### config.mk
export PLATFORM = sky130hd
export DESIGN_NAME = edge_event_arbiter
export DESIGN_NICKNAME = d
export VERILOG_FILES = /design/src/rtl/edge_event_arbiter.sv
export SDC_FILE = /design/constraint.sdc
export NUM_CORES = 1
export LEC_CHECK = 0
export ABC_AREA = 0
export BUFFER_PORTS_ARGS = -buffer_cell sky130_fd_sc_hd__buf_4
export CAP_MARGIN = 20
export CORE_ASPECT_RATIO = 0.9
export CORE_MARGIN = 2
export CORE_UTILIZATION = 47
export CTS_BUF_LIST = sky130_fd_sc_hd__clkbuf_16
export CTS_CLUSTER_DIAMETER = 50
export DETAILED_ROUTE_END_ITERATION = 6
export PLACE_DENSITY = 0.77
export SLEW_MARGIN = 20
export SYNTH_ARGS = -nofsm -noshare
export SYNTH_HDL_FRONTEND = slang
export SYNTH_SLANG_ARGS = --single-unit
### constraint.sdc
create_clock -name clk -period 1.5 [get_ports clk]
set_input_delay 0.075 -clock clk [delete_from_list [all_inputs] [get_ports clk]]
set_output_delay 0.075 -clock clk [all_outputs]
set_load 0.01 [all_outputs]
### src/rtl/edge_event_arbiter.sv
// Rising-edge event collector: one pending event per lane, sticky overflow on loss,
// round-robin sequencing of pending lanes to a single valid/ready consumer.
module edge_event_arbiter #(
    parameter int N    = 4,
    parameter int IDXW = $clog2(N)
) (
    input  logic            clk,
    input  logic            reset,
    input  logic [N-1:0]    din,
    input  logic [N-1:0]    lane_en,
    output logic            evt_valid,
    output logic [IDXW-1:0] evt_idx,
    input  logic            evt_ready,
    output logic [N-1:0]    pending,
    output logic [N-1:0]    overflow,
    input  logic            ovf_clr
);

    // state | meaning
    // IDLE  | no offer outstanding; grant the next pending lane after rr_ptr
    // OFFER | evt_valid high, evt_idx frozen until the consumer accepts
    typedef enum logic {IDLE, OFFER} state_t;

    state_t          state_q, state_d;
    logic [N-1:0]    din_q;
    logic [N-1:0]    pending_q, pending_d;
    logic [N-1:0]    overflow_q, overflow_d;
    logic            evt_valid_q, evt_valid_d;
    logic [IDXW-1:0] evt_idx_q, evt_idx_d;
    logic [IDXW-1:0] rr_ptr_q, rr_ptr_d;

    logic [N-1:0]    rise;
    logic [N-1:0]    acc_vec;
    logic [N-1:0]    ovf_set;
    logic            accept;

    function automatic logic [IDXW-1:0] rr_pick(input logic [N-1:0] req,
                                                input logic [IDXW-1:0] ptr);
        logic [IDXW-1:0] pick;
        logic [IDXW-1:0] jj;
        logic            found;
        int              j;
        pick  = '0;
        found = 1'b0;
        for (int k = 1; k <= N; k++) begin
            j  = (int'(ptr) + k) % N;
            jj = IDXW'(j);
            if (!found && req[jj]) begin
                pick  = jj;
                found = 1'b1;
            end
        end
        return pick;
    endfunction

    assign rise   = din & ~din_q & lane_en;
    assign accept = evt_valid_q & evt_ready;

    always_comb begin
        acc_vec = '0;
        if (accept) acc_vec[evt_idx_q] = 1'b1;
    end

    // A rise in the accept cycle re-arms the lane instead of counting as a loss.
    assign ovf_set    = rise & pending_q & ~acc_vec;
    assign pending_d  = (pending_q & ~acc_vec) | rise;
    assign overflow_d = ovf_clr ? ovf_set : (overflow_q | ovf_set);

    always_comb begin
        state_d     = state_q;
        evt_valid_d = evt_valid_q;
        evt_idx_d   = evt_idx_q;
        rr_ptr_d    = rr_ptr_q;
        case (state_q)
            IDLE: begin
                if (|pending_q) begin
                    evt_idx_d   = rr_pick(pending_q, rr_ptr_q);
                    evt_valid_d = 1'b1;
                    state_d     = OFFER;
                end
            end
            OFFER: begin
                if (evt_ready) begin
                    evt_valid_d = 1'b0;
                    rr_ptr_d    = evt_idx_q;
                    state_d     = IDLE;
                end
            end
            default: begin
                state_d     = IDLE;
                evt_valid_d = 1'b0;
            end
        endcase
    end

    always_ff @(posedge clk or posedge reset) begin
        if (reset) begin
            state_q     <= IDLE;
            din_q       <= '0;
            pending_q   <= '0;
            overflow_q  <= '0;
            evt_valid_q <= 1'b0;
            evt_idx_q   <= '0;
            rr_ptr_q    <= IDXW'(N - 1);
        end else begin
            state_q     <= state_d;
            din_q       <= din;
            pending_q   <= pending_d;
            overflow_q  <= overflow_d;
            evt_valid_q <= evt_valid_d;
            evt_idx_q   <= evt_idx_d;
            rr_ptr_q    <= rr_ptr_d;
        end
    end

    assign evt_valid = evt_valid_q;
    assign evt_idx   = evt_idx_q;
    assign pending   = pending_q;
    assign overflow  = overflow_q;

endmodule

==> PnR_summary.wiki <==
{| class="wikitable"
! Metric !! Value
|-
| Result of the run || finished clean
|-
| Final routed wirelength across all metal layers || 1.566 mm
|-
| Wire length of the first global-routing pass || 2.566 mm
|-
| Final hold slack || 0.03204 ns
|-
| Max Transition Viols Final || 0
|-
| Net count of the mapped netlist || 83
|-
| Commonest cells after routing, fill and taps aside || sky130_fd_sc_hd__buf_4 (22), sky130_fd_sc_hd__dfrtp_1 (16), sky130_fd_sc_hd__nand2_1 (10), sky130_fd_sc_hd__inv_1 (7)
|-
| Period minus WS final || 1.239 ns
|-
| Area inside the core boundary || 1480 sq um
|-
| Fin Setup TNS || 0 ns
|-
| Smallest setup slack after layout || 0.2610 ns
|-
| Total area of multi-input combinational cells || 277.8 sq um
|-
| Total I/O pin count || 23
|-
| Clock latency on the worst-skew pair || 0.25 ns
|-
| Syn-to-layout area delta || 41.54%
|-
| Vias post-DR || 620
|-
| Highest Clock Rate || 807.1 MHz
|-
| Number of global-route vias before repair || 580
|-
| Synthesis Warnings || 0
|-
| Data arrival time at the worst-slack endpoint || 1.38 ns
|-
| Root buf cell || sky130_fd_sc_hd__clkbuf_16
|-
| Cell depth of the worst flop-to-flop path || 3
|-
| Number of clock sinks seen by CTS || 18
|-
| Required arrival time at the worst endpoint || 1.64 ns
|-
| Worst slew margin || 56.12%
|-
| CP max FO || 9
|-
| Clock share of power || 26.8%
|-
| Pin count of the biggest net entering global routing || 19
|-
| Number of vias per cell after detailed routing || 5.041
|-
| Ant diodes || 0
|-
| First-pass iteration count of the detailed router || 4
|-
| Number of distinct standard cells referenced by the synthesized netlist || 23
|-
| Setup Slack @ Placement || 0.2813 ns
|-
| Die Width || 46.44 microns
|-
| Unrepaired setup endpoints after global routing || false
|-
| Worst Setup Path Type || flop to flop
|-
| Proportion of power drawn by flip-flops and latches || 42.9%
|-
| Critical path startpoint category || flop
|-
| Critical Path End Type || flop
|-
| TritonCTS clock tree || built
|-
| Antenna violations before repair || 0
|-
| Slew @ Worst Pin || 0.6575 ns
|-
| Cell-internal power || 1315 uW
|-
| Mean instance size in the synthesized netlist || 10.73 sq um
|-
| CTS clk-pin slew, worst paths || 0.05 ns
|-
| Worst min path class || primary input to flop
|-
| Overall die area || 1960 sq um
|-
| Synth Register Bits || 18
|-
| Final Core Density || 72.87%
|-
| Avg WL per Cell || 12.73 microns
|-
| Pleak || 0.0004963 uW
|-
| Routed Antenna Nets || 0
|-
| Hold Vio Cnt, Final || 0
|-
| Overall die height || 42.20 microns
|-
| Share of the synthesized area in the top cell type || 52.55%
|-
| Clock skew || 0.002526 ns
|-
| Post-detailed-route DRC marker count || 0
|-
| Leading post-synthesis cells by cell area || sky130_fd_sc_hd__dfrtp_1 (53%), sky130_fd_sc_hd__dfstp_2 (6.9%), sky130_fd_sc_hd__nand2_1 (4.9%), sky130_fd_sc_hd__nand3b_1 (4.9%), sky130_fd_sc_hd__o22ai_1 (4.1%)
|-
| Placer Congestion || 0.7754
|-
| Synthesized cell area || 762.0 sq um
|-
| Power density over the cells || 1824 nW/um^2
|-
| Total of max-cap violations || 0
|-
| Sw power || 651.4 uW
|-
| Overflow left after global routing || 0
|-
| Fillers || 100
|-
| Fraction of registers with async set or reset after synthesis || 100.0%
|-
| Nets || 114
|-
| Post-synth EDFFs || 0
|-
| Part of the total power dissipated in combinational logic || 30.3%
|-
| Count of input and output buffers || 22
|-
| Period Utilization, post-route || 82.60%
|-
| Detail Placement HPWL || 1.146 mm
|-
| Number of buffers inserted to repair setup after CTS || 0
|-
| Final setup vio count || 0
|-
| Depth of the CTS H-tree || 1
|-
| Cells after Synth || 71
|-
| Largest voltage drop on the vdd net || 0.9196 mV
|-
| Global-route usage over all layers || 18.71%
|-
| Most common library cell in the layout ignoring fill and taps || sky130_fd_sc_hd__buf_4
|-
| Reg-to-reg setup timing slack || 0.26 ns
|-
| Total Power || 1967 uW
|-
| Proportion of layout cells with a drive suffix above 1 || 28.71%
|-
| Violation count after the first detailed-route iteration || 14
|-
| Effective utilization at floorplan || 51.48%
|-
| Storage cell area || 452.9 sq um
|-
| Worst hold stages || 2
|-
| Number of clock buffers inserted by TritonCTS || 3
|-
| Yosys top cell by area || sky130_fd_sc_hd__dfrtp_1
|-
| Register area share after synthesis || 59.44%
|-
| Clock buffer depth || 2
|-
| Net switching fraction of the power || 33.12%
|-
| Most used DFF post-synth || sky130_fd_sc_hd__dfrtp_1
|-
| Num rows || 13
|}
Yosys cell counts (2+ instances only):
cell / instances
sky130_fd_sc_hd__a21oi_1: 2
sky130_fd_sc_hd__dfrtp_1: 16
sky130_fd_sc_hd__dfstp_2: 2
sky130_fd_sc_hd__inv_1: 7
sky130_fd_sc_hd__mux2i_1: 3
sky130_fd_sc_hd__nand2_1: 10
sky130_fd_sc_hd__nand3_1: 2
sky130_fd_sc_hd__nand3b_1: 5
sky130_fd_sc_hd__nor2_1: 3
sky130_fd_sc_hd__o21ai_1: 4
sky130_fd_sc_hd__o22ai_1: 5
through the flow:
stage | area (sq um) | std cells
floorplan | 762.0 | 71
global placement | 949.7 | 114
detailed placement | 949.7 | 114
CTS | 1079 | 123
global route | 1079 | 123
finish | 1079 | 123
final timing paths:
kind / endpoint / start
setup / recovery: evt_valid$_DFFE_PP0P_ / pending[3]$_DFF_PP0_
setup reg to reg: evt_valid$_DFFE_PP0P_ / pending[3]$_DFF_PP0_
min in group asynchronous: pending[0]$_DFF_PP0_ / reset
hold / removal: state_q$_DFF_PP0_ / evt_ready
hold reg to reg: pending[2]$_DFF_PP0_ / din_q[2]$_DFF_PP0_
max in group asynchronous: overflow[2]$_DFF_PP0_ / reset
kinds of logic after synthesis:
group,after synthesis,synth area share [%]
mux,4,5.419
buf+inv,8,4.105
simple gates,24,16.92
flops,18,59.44
compound gates,17,14.12
sequential cells by signal, summed over array words and instances (netlist names):
name and flops:
din_q 4, state_q 1, overflow 4, rr_ptr_q 2
pending 4, evt_idx 2, evt_valid 1
final cells by class:
type,count,share of cell area [%]
clock buffers,3,6.961
clock inverters,1,0.3480
inverters,7,2.436
multi-input cells,45,25.75
flip-flops and latches,18,42.00
well taps,22,2.552
repair buffers,27,19.95
worst max-delay path: stages (launching register included):
cell and delay [ns]:
sky130_fd_sc_hd__dfrtp_1 0.47, sky130_fd_sc_hd__nor4_2 0.39, sky130_fd_sc_hd__nor2_2 0.10, sky130_fd_sc_hd__o21a_1 0.17
power by group through the flow:
stage / Sequential, uW / Combinational [uW] / Clock, uW
after floorplan: 830 / 329 / 0
after global placement: 837 / 576 / 0
after detailed placement: 844 / 587 / 0
after CTS: 837 / 602 / 541
after global routing: 863 / 658 / 569
final: 843 / 596 / 528
layer usage:
metal	wire (microns)	GRT usage [%]	share of wire, %
met5	0	0	0
met4	14	5.143	0.89
met3	89	9.052	5.7
met2	733	27.78	47
met1	728	23.97	46
repair_timing:
| item | 4_1_cts | 5_1_grt |
|---|---|---|
| hold endpoints to repair | 20 | 0 |
| resized for setup | 0 | 0 |
| endpoints found under the setup margin | 0 | 0 |
| hold buffers | 5 | 0 |
(Power assumes the default switching activity.)
